## config.mk

```make
export PLATFORM = sky130hd
export DESIGN_NAME = truth_table_engine
export DESIGN_NICKNAME = d
export VERILOG_FILES = /design/src/rtl/tte_pkg.sv /design/src/rtl/tt_table_bank.sv /design/src/rtl/truth_table_engine.sv
export SDC_FILE = /design/constraint.sdc
export NUM_CORES = 1
export LEC_CHECK = 0
export CAP_MARGIN = 20
export CORE_ASPECT_RATIO = 1.2
export CORE_UTILIZATION = 49
export DETAILED_ROUTE_END_ITERATION = 6
export PLACE_DENSITY = 0.72
export SLEW_MARGIN = 0
export SYNTH_ARGS = -nofsm -noshare
export SYNTH_HDL_FRONTEND = slang
export SYNTH_SLANG_ARGS = --single-unit
```

## constraint.sdc

```tcl
create_clock -name clk -period 4.1 [get_ports clk]
set_input_delay 0.41 -clock clk [delete_from_list [all_inputs] [get_ports clk]]
set_output_delay 0.41 -clock clk [all_outputs]
set_load 0.02 [all_outputs]
```

## src/rtl/tte_pkg.sv

```systemverilog
// Shared types and constants for the programmable truth-table engine.
package tte_pkg;

    // Controller states: idle/evaluate, serial table load, full-table sweep.
    typedef enum logic [1:0] {
        IDLE  = 2'd0,
        LOAD  = 2'd1,
        SWEEP = 2'd2
    } state_e;

    // Table polarity: SOP lists minterms (1 = output high), POS lists maxterms (1 = output low).
    localparam logic MODE_SOP = 1'b0;
    localparam logic MODE_POS = 1'b1;

    // Number of truth-table rows for an n-input function.
    function automatic int depth(input int n);
        return 32'sd1 << n;
    endfunction

endpackage

```

## src/rtl/tt_table_bank.sv

```systemverilog
// Storage for N_OUT truth tables of DEPTH bits each, plus one polarity bit per
// table. Writes are synchronous; the read port is purely combinational so the
// engine can register a result one cycle after presenting a vector.
module tt_table_bank
    import tte_pkg::*;
#(
    parameter int N_IN  = 3,
    parameter int N_OUT = 2,
    parameter int SEL_W = (N_OUT > 1) ? $clog2(N_OUT) : 1
) (
    input  logic             clk,
    input  logic             rst,
    input  logic [SEL_W-1:0] wr_sel,
    input  logic [N_IN-1:0]  wr_addr,
    input  logic             wr_bit,
    input  logic             we,
    input  logic             mode_we,
    input  logic             wr_mode,
    input  logic [N_IN-1:0]  rd_vec,
    output logic [N_OUT-1:0] rd_f
);

    localparam int DEPTH = depth(N_IN);

    for (genvar k = 0; k < N_OUT; k++) begin : g_out
        logic [DEPTH-1:0] tbl_r;
        logic             mode_r;
        logic             hit_s;

        // A select value outside 0..N_OUT-1 matches no table, so such loads write nothing.
        assign hit_s = (wr_sel == SEL_W'(k));

        // Table bits and polarity for output k; cleared to an all-zero SOP function on reset.
        always_ff @(posedge clk) begin
            if (rst) begin
                tbl_r  <= {DEPTH{1'b0}};
                mode_r <= MODE_SOP;
            end else begin
                if (we && hit_s) begin
                    tbl_r[wr_addr] <= wr_bit;
                end
                if (mode_we && hit_s) begin
                    mode_r <= wr_mode;
                end
            end
        end

        // POS inverts the stored bit: listed maxterms read as 0, everything else as 1.
        assign rd_f[k] = tbl_r[rd_vec] ^ mode_r;
    end

endmodule

```

## src/rtl/truth_table_engine.sv

```systemverilog
// Run-time programmable N_IN-input, N_OUT-output Boolean function unit.
// Tables are loaded serially one output at a time; the unit then evaluates
// single vectors (latency 1) or sweeps every input vector on its own.
module truth_table_engine
    import tte_pkg::*;
#(
    parameter int N_IN  = 3,
    parameter int N_OUT = 2,
    parameter int SEL_W = (N_OUT > 1) ? $clog2(N_OUT) : 1
) (
    input  logic             clk,
    input  logic             rst,
    input  logic             cfg_start,
    input  logic [SEL_W-1:0] cfg_sel,
    input  logic             cfg_mode,
    input  logic             cfg_valid,
    input  logic             cfg_bit,
    output logic             cfg_ready,
    output logic             cfg_done,
    input  logic             sweep_start,
    input  logic             in_valid,
    input  logic [N_IN-1:0]  in_vec,
    output logic             out_valid,
    output logic [N_OUT-1:0] out_f,
    output logic [N_IN-1:0]  out_idx,
    output logic             busy
);

    localparam int DEPTH = depth(N_IN);
    // One extra bit so the counter never wraps while sitting on the last index.
    localparam int CNT_W = N_IN + 1;
    localparam logic [CNT_W-1:0] LAST_IDX = CNT_W'(DEPTH - 1);

    state_e             state_r;
    state_e             state_nx;
    logic [CNT_W-1:0]   cnt_r;
    logic [CNT_W-1:0]   cnt_nx;
    logic [SEL_W-1:0]   sel_r;
    logic [SEL_W-1:0]   sel_nx;
    logic               mode_lat_r;
    logic               mode_lat_nx;
    logic               tbl_we_s;
    logic               mode_we_s;
    logic               done_nx;
    logic               valid_nx;
    logic [N_IN-1:0]    rd_vec_s;
    logic [N_OUT-1:0]   rd_f_s;

    tt_table_bank #(
        .N_IN  (N_IN),
        .N_OUT (N_OUT),
        .SEL_W (SEL_W)
    ) u_bank (
        .clk     (clk),
        .rst     (rst),
        .wr_sel  (sel_r),
        .wr_addr (cnt_r[N_IN-1:0]),
        .wr_bit  (cfg_bit),
        .we      (tbl_we_s),
        .mode_we (mode_we_s),
        .wr_mode (mode_lat_r),
        .rd_vec  (rd_vec_s),
        .rd_f    (rd_f_s)
    );

    // Read vector: the sweep counter while sweeping, otherwise the external vector.
    always_comb begin
        rd_vec_s = in_vec;
        if (state_r == SWEEP) begin
            rd_vec_s = cnt_r[N_IN-1:0];
        end else begin
            rd_vec_s = in_vec;
        end
    end

    // Next-state logic, table write strobes and next values of the status outputs.
    always_comb begin
        state_nx    = state_r;
        cnt_nx      = cnt_r;
        sel_nx      = sel_r;
        mode_lat_nx = mode_lat_r;
        tbl_we_s    = 1'b0;
        mode_we_s   = 1'b0;
        done_nx     = 1'b0;
        valid_nx    = 1'b0;

        case (state_r)
            IDLE: begin
                // Priority cfg_start > sweep_start > in_valid; losers are dropped.
                if (cfg_start) begin
                    state_nx    = LOAD;
                    cnt_nx      = {CNT_W{1'b0}};
                    sel_nx      = cfg_sel;
                    mode_lat_nx = cfg_mode;
                end else if (sweep_start) begin
                    state_nx = SWEEP;
                    cnt_nx   = {CNT_W{1'b0}};
                end else if (in_valid) begin
                    valid_nx = 1'b1;
                end else begin
                    valid_nx = 1'b0;
                end
            end

            LOAD: begin
                if (cfg_valid) begin
                    tbl_we_s = 1'b1;
                    if (cnt_r == LAST_IDX) begin
                        // Polarity becomes visible together with the final table bit.
                        mode_we_s = 1'b1;
                        done_nx   = 1'b1;
                        state_nx  = IDLE;
                        cnt_nx    = {CNT_W{1'b0}};
                    end else begin
                        cnt_nx = cnt_r + CNT_W'(1);
                    end
                end else begin
                    cnt_nx = cnt_r;
                end
            end

            SWEEP: begin
                valid_nx = 1'b1;
                if (cnt_r == LAST_IDX) begin
                    state_nx = IDLE;
                    cnt_nx   = {CNT_W{1'b0}};
                end else begin
                    cnt_nx = cnt_r + CNT_W'(1);
                end
            end

            default: begin
                state_nx = IDLE;
                cnt_nx   = {CNT_W{1'b0}};
            end
        endcase
    end

    // Controller state, bit/vector counter and the latched load target.
    always_ff @(posedge clk) begin
        if (rst) begin
            state_r    <= IDLE;
            cnt_r      <= {CNT_W{1'b0}};
            sel_r      <= {SEL_W{1'b0}};
            mode_lat_r <= MODE_SOP;
        end else begin
            state_r    <= state_nx;
            cnt_r      <= cnt_nx;
            sel_r      <= sel_nx;
            mode_lat_r <= mode_lat_nx;
        end
    end

    // Registered outputs; results and their index hold whenever nothing is evaluated.
    always_ff @(posedge clk) begin
        if (rst) begin
            cfg_ready <= 1'b0;
            cfg_done  <= 1'b0;
            out_valid <= 1'b0;
            out_f     <= {N_OUT{1'b0}};
            out_idx   <= {N_IN{1'b0}};
            busy      <= 1'b0;
        end else begin
            cfg_ready <= (state_nx == LOAD);
            cfg_done  <= done_nx;
            out_valid <= valid_nx;
            busy      <= (state_nx != IDLE);
            if (valid_nx) begin
                out_f   <= rd_f_s;
                out_idx <= rd_vec_s;
            end else begin
                out_f   <= out_f;
                out_idx <= out_idx;
            end
        end
    end

endmodule
```

Word-level counts from Yosys, hierarchy flattened
Cells that the tools add are included.
Cells by class
  add/sub/neg operators: 1
  magnitude comparators: 3
  eq/ne operators: 6
  multiplexer cells: 28
  bitwise gates (word level): 3
  reduce and logical (&&, ||, !) cells: 9
Operators with widths (count)
  8-bit bitwise mux: 2
  4-bit two-way mux: 4
  4-bit case mux with 3 select lines: 1
  1-bit two-way mux: 11
  3-bit by 4-bit less-than comparator with 1-bit output, second input constant: 2
  2-bit two-way mux: 4
  1-bit binary-select mux with 3-bit select: 2
  2-bit case mux with 3 select lines: 1
  1-bit logical AND: 5
  4-bit by 1-bit adder with 4-bit output, second input constant: 1
  2-bit by 1-bit == test with 1-bit output, second input constant: 2
  4-bit by 3-bit == test with 1-bit output, second input constant: 1
  2-bit AND reduction: 2
  1-bit demux with 3-bit select: 1
  3-bit by 1-bit greater-or-equal comparator with 1-bit output, second input constant: 1
  3-bit two-way mux: 1
  3-bit inequality test, second input constant: 1
  2-bit == test, second input constant: 1
  2-bit logical NOT: 1
  2-bit inequality test, second input constant: 1
  1-bit case mux with 2 select lines: 1
  2-bit nonzero test: 1
  1-bit bitwise XOR: 2
  1-bit NOT: 1
Word-level totals
  register bits: 35
  output and inout bits: 9
  logic and storage cells: 64

Depth between registers and ports, before layout
  depth after elaboration: 5
  depth in mapped cells: 8
  gate-level depth less buffers: 7

By module
A second synthesis with hierarchy kept.
Second synthesis, totals
  cells, all modules: 191
  area, all modules: 1762.9 um2
Modules (own cells, without submodules)
  tt_table_bank: instances 1, cells an instance 106, area each 923.4 um2, seq. area each 360.3 um2
  truth_table_engine: instances 1, cells an instance 85, area each 839.6 um2, seq. area each 340.3 um2

Worst setup path after synthesis
Ideal clock, no wire load.
  kind: flip-flop to flip-flop
  from: reg state_r[0]
  to: reg out_f[0]
  library setup time: 0.122 ns
  arrival: 1.928 ns
  required time: 3.978 ns
  path slack: 2.050 ns
  stages on the path, launching flop included: 8
  buffers on the path: 0
  clock period less this slack: 2.050 ns
  cells stage by stage: dfxtp_1 inv_1 ha_1 mux2_4 mux4_1 mux2i_1 nor4_1 a221o_1
On the way
  longest elaborated chain between the ends: 5
RTL lines
  from (decl): RTL line truth_table_engine.sv:34  | state_e state_r;
  from (signal assigned): RTL line truth_table_engine.sv:147  | state_r <= state_nx;
  2-bit == test: RTL line truth_table_engine.sv:69, truth_table_engine.sv:87
  3-bit two-way mux: RTL line truth_table_engine.sv:69  | if (state_r == SWEEP) begin
  1-bit binary-select mux with 3-bit select: RTL line tt_table_bank.sv:49  | assign rd_f[k] = tbl_r[rd_vec] ^ mode_r;
  1-bit two-way mux (implied by the code): RTL line tt_table_bank.sv:49
  1-bit bitwise XOR: RTL line tt_table_bank.sv:49
  to (signal assigned): RTL line truth_table_engine.sv:160  | out_f <= {N_OUT{1'b0}};
  to (signal assigned): RTL line truth_table_engine.sv:169  | out_f <= rd_f_s;
  to (signal assigned): RTL line truth_table_engine.sv:172  | out_f <= out_f;
  to (decl): RTL line truth_table_engine.sv:24  | output logic [N_OUT-1:0] out_f,
Parallel ways exist; a longest one is shown, timed or not. The select of a mux whose other input is x is not followed.
A chain may end at the register's enable or synchronous reset.

Worst setup path in the final report
  from: reg state_r[1]
  to: reg out_f[0]
The elaborated chain is that of the path after synthesis.

==> flow_summary.json <==
{
  "regArea_um2": 701,
  "port_buffers": 20,
  "pwr-share-comb": 0.144,
  "powerDensity_nw_per_um2": 329,
  "wire_per_inst_um": 15.3,
  "tightest_slew_ns": 0.843,
  "viasPerCell": 5.88,
  "leakage_nw": 0.703,
  "antenna_left": 0,
  "hold_slack_ns": 0.481,
  "clk_path_buf_depth": 2,
  "area_delta_synth_final_pct": 16.0,
  "cts-buffers-inserted": 5,
  "synth_top_family_by_area": "simple AND/OR/NAND/NOR gates",
  "synthAdderAreaFrac": 0.0372,
  "max_cap_violations": 0,
  "fin_crit_ns": 2.28,
  "synth-compound-area-share": 0.115,
  "num_antenna_cells": 0,
  "drt_iter0_markers": 49,
  "crit_fanout": 5,
  "synth_seq_cells": 35,
  "fp.dieW_um": 55.5,
  "drc": 0,
  "status": "completed",
  "avgSynthCellArea_um2": 8.90,
  "finClkSkew_ns": 0.00497,
  "grt_pass1_vias": 1436,
  "post-dp-hpwl_um": 2660,
  "drive_gt1_frac": 0.0628,
  "globalRouteOverflowTotal": 0,
  "p_clk_frac": 0.296,
  "synth_nets": 206,
  "wirelength_um": 3720,
  "synth-simple-area-share": 0.237,
  "muxShareOfSynthArea": 0.167,
  "final_max_slew_viol_count": 0,
  "p_int_mw": 0.470,
  "finalPower_mw": 0.641,
  "rows": 22,
  "tns_ns": 0,
  "synth-xor-area-share": 0,
  "synth.distinct_cells": 30,
  "crit_arrival_ns": 2.51,
  "yosysSeqAreaShare": 0.417,
  "path_clk_slew_ns": 0.10,
  "multi_input_area_um2": 933,
  "start_util": 0.531,
  "ctsResizeCount": 0,
  "die_h_um": 66.2,
  "core-area_um2": 3170,
  "start_kind": "flip-flop",
  "antenna_found_initial": 0,
  "grt_max_degree": 39,
  "cts_max_level": 2,
  "max_stage_delay_ns": 0.49,
  "numClockSinks": 35,
  "cts_setup_buffers": 0,
  "detail_route.first_pass.iterations": 4,
  "finalSetupViolCount": 0,
  "p_sw_frac": 0.266,
  "power_switching_mw": 0.170,
  "final_nets": 224,
  "period_share": 0.555,
  "seqPwrFrac": 0.560,
  "rsz0062_at_grt": "no",
  "slew_headroom": 0.438,
  "worstSetupPathType": "flip-flop to flip-flop",
  "pin_count": 21,
  "report.final.hold_viol_count": 0,
  "cp_cell_sequence": "ha_1 -> mux2i_1 -> mux4_1 -> mux2i_1 -> nor4_1 -> a221o_1",
  "cts.root.buffer_cell": "clkbuf_4",
  "clock_latency_ns": 0.33,
  "syn_inst": 189,
  "post-route-util": 0.616,
  "track_usage": 0.238,
  "cp_common_cell": "mux2i_1",
  "gp_congestion": 0.825,
  "slowest_stage": "mux2i_1",
  "fmax_ghz": 0.439,
  "worstHoldPathType": "flip-flop to flip-flop",
  "vias": 1429,
  "syn_area_um2": 1680,
  "required_ns": 4.34,
  "crit_path_end_kind": "flip-flop",
  "grt_pass1_wl_um": 6720,
  "cts_hold_buf": 0,
  "yosys_warnings": 0,
  "fillers": 275,
  "vdd_ir_drop_max_uv": 241,
  "dieArea_um2": 3670,
  "cts_tree": "yes"
}
[synthesized netlist by cell type]
cell       instances  area (µm²)
dfxtp_1           35         701
nor2_1            29         109
nand2_1           17        63.8
a21oi_1           16        80.1
mux2i_1           16         160
o21ai_0           10        50.1
nor3_1             8        40.0
clkbuf_1           5        18.8
ha_1               5        62.6
nand3_1            5        25.0
nor2b_1            5        31.3
mux4_1             4         105
nor4_1             4        25.0
buf_1              3        11.3
nand2b_1           3        18.8
nor3b_1            3        22.5
or2_2              3        18.8
a2111oi_0          2        17.5
a221o_1            2        20.0
buf_2              2        10.0
inv_1              2        7.51
nand4b_1           2        17.5
a211oi_1           1        7.51
a22oi_1            1        7.51
and3_1             1        6.26
mux2_4             1        15.0
nand3b_1           1        7.51
nand4_1            1        6.26
o22a_2             1        10.0
or3_1              1        6.26
[logic make-up after synthesis]
group           after synthesis
fa+ha+maj                     5
compound gates               33
flops                        35
mux                          21
simple gates                 83
buf+inv                      12
[worst paths after layout]
check	endpoint	cells past startpoint	from	slack (ns)
setup reg to reg	out_f[0]	6	state_r[1]	1.82
hold reg to reg	u_bank.g_out[1].tbl_r[6]	2	u_bank.g_out[1].tbl_r[6]	0.48
hold / removal	u_bank.g_out[1].tbl_r[6]	2	u_bank.g_out[1].tbl_r[6]	0.48
setup / recovery	out_f[0]	6	state_r[1]	1.82
[layer usage]
layer,global-route usage,routed length (µm),vias up
met2,0.416,1840,36
met3,0.0705,183,9
li1,-,-,713
met5,0,0,-
met1,0.270,1640,671
met4,0.100,67,0
[power groups by stage]
stage,Clock [mW],Sequential [mW],Combinational [mW]
6_report,0.190,0.359,0.0922
5_1_grt,0.214,0.361,0.102
4_1_cts,0.198,0.359,0.0925
3_5_place_dp,0,0.367,0.0917
3_3_place_gp,0,0.366,0.0894
2_1_floorplan,0,0.368,0.0561
[cells in the final DEF, fill, tap and decap left out, types with 4 or more instances in the layout]
| cell | count |
|---|---|
| nor3_1 | 8 |
| mux2i_1 | 16 |
| nor2b_1 | 5 |
| ha_1 | 5 |
| mux4_1 | 4 |
| a21oi_1 | 16 |
| clkbuf_4 | 5 |
| clkdlybuf4s50_1 | 20 |
| nor2_1 | 29 |
| o21ai_0 | 10 |
| nand2_1 | 17 |
| dfxtp_1 | 35 |
| nand3_1 | 5 |
| nor4_1 | 4 |
[critical path, delay by kind of cell, from the launching register on]
kind            cells  cell delay (ns)
simple gates        1             0.07
mux                 3             1.07
flops               1             0.42
compound gates      1             0.28
fa+ha+maj           1             0.33
[layout make-up]
type,instances,share of cell area
Multi-Input combinational cell,142,0.479
Sequential cell,35,0.359
Timing Repair Buffer,21,0.106
Clock buffer,6,0.0263
Tap cell,36,0.0231
Inverter,2,0.00385
Clock inverter,1,0.00257
[flip-flops by register name, indices dropped and copies added, names as in the netlist]
| name | cells |
|---|---|
| u_bank.g_out.tbl_r | 16 |
| cnt_r | 4 |
| out_idx | 3 |
| out_f | 2 |
| state_r | 2 |
| u_bank.g_out.mode_r | 2 |
| busy | 1 |
| cfg_done | 1 |
| cfg_ready | 1 |
| mode_lat_r | 1 |
| out_valid | 1 |
| sel_r | 1 |
[stage by stage]
step	instances	worst slack [ns]	cell area, µm²
4_1_cts	243	1.80	1950
3_5_place_dp	236	1.77	1890
2_1_floorplan	189	2.05	1680
3_3_place_gp	236	1.83	1890
6_report	243	1.82	1950
5_1_grt	243	1.63	1950
Power figures use the tool's default switching activity.
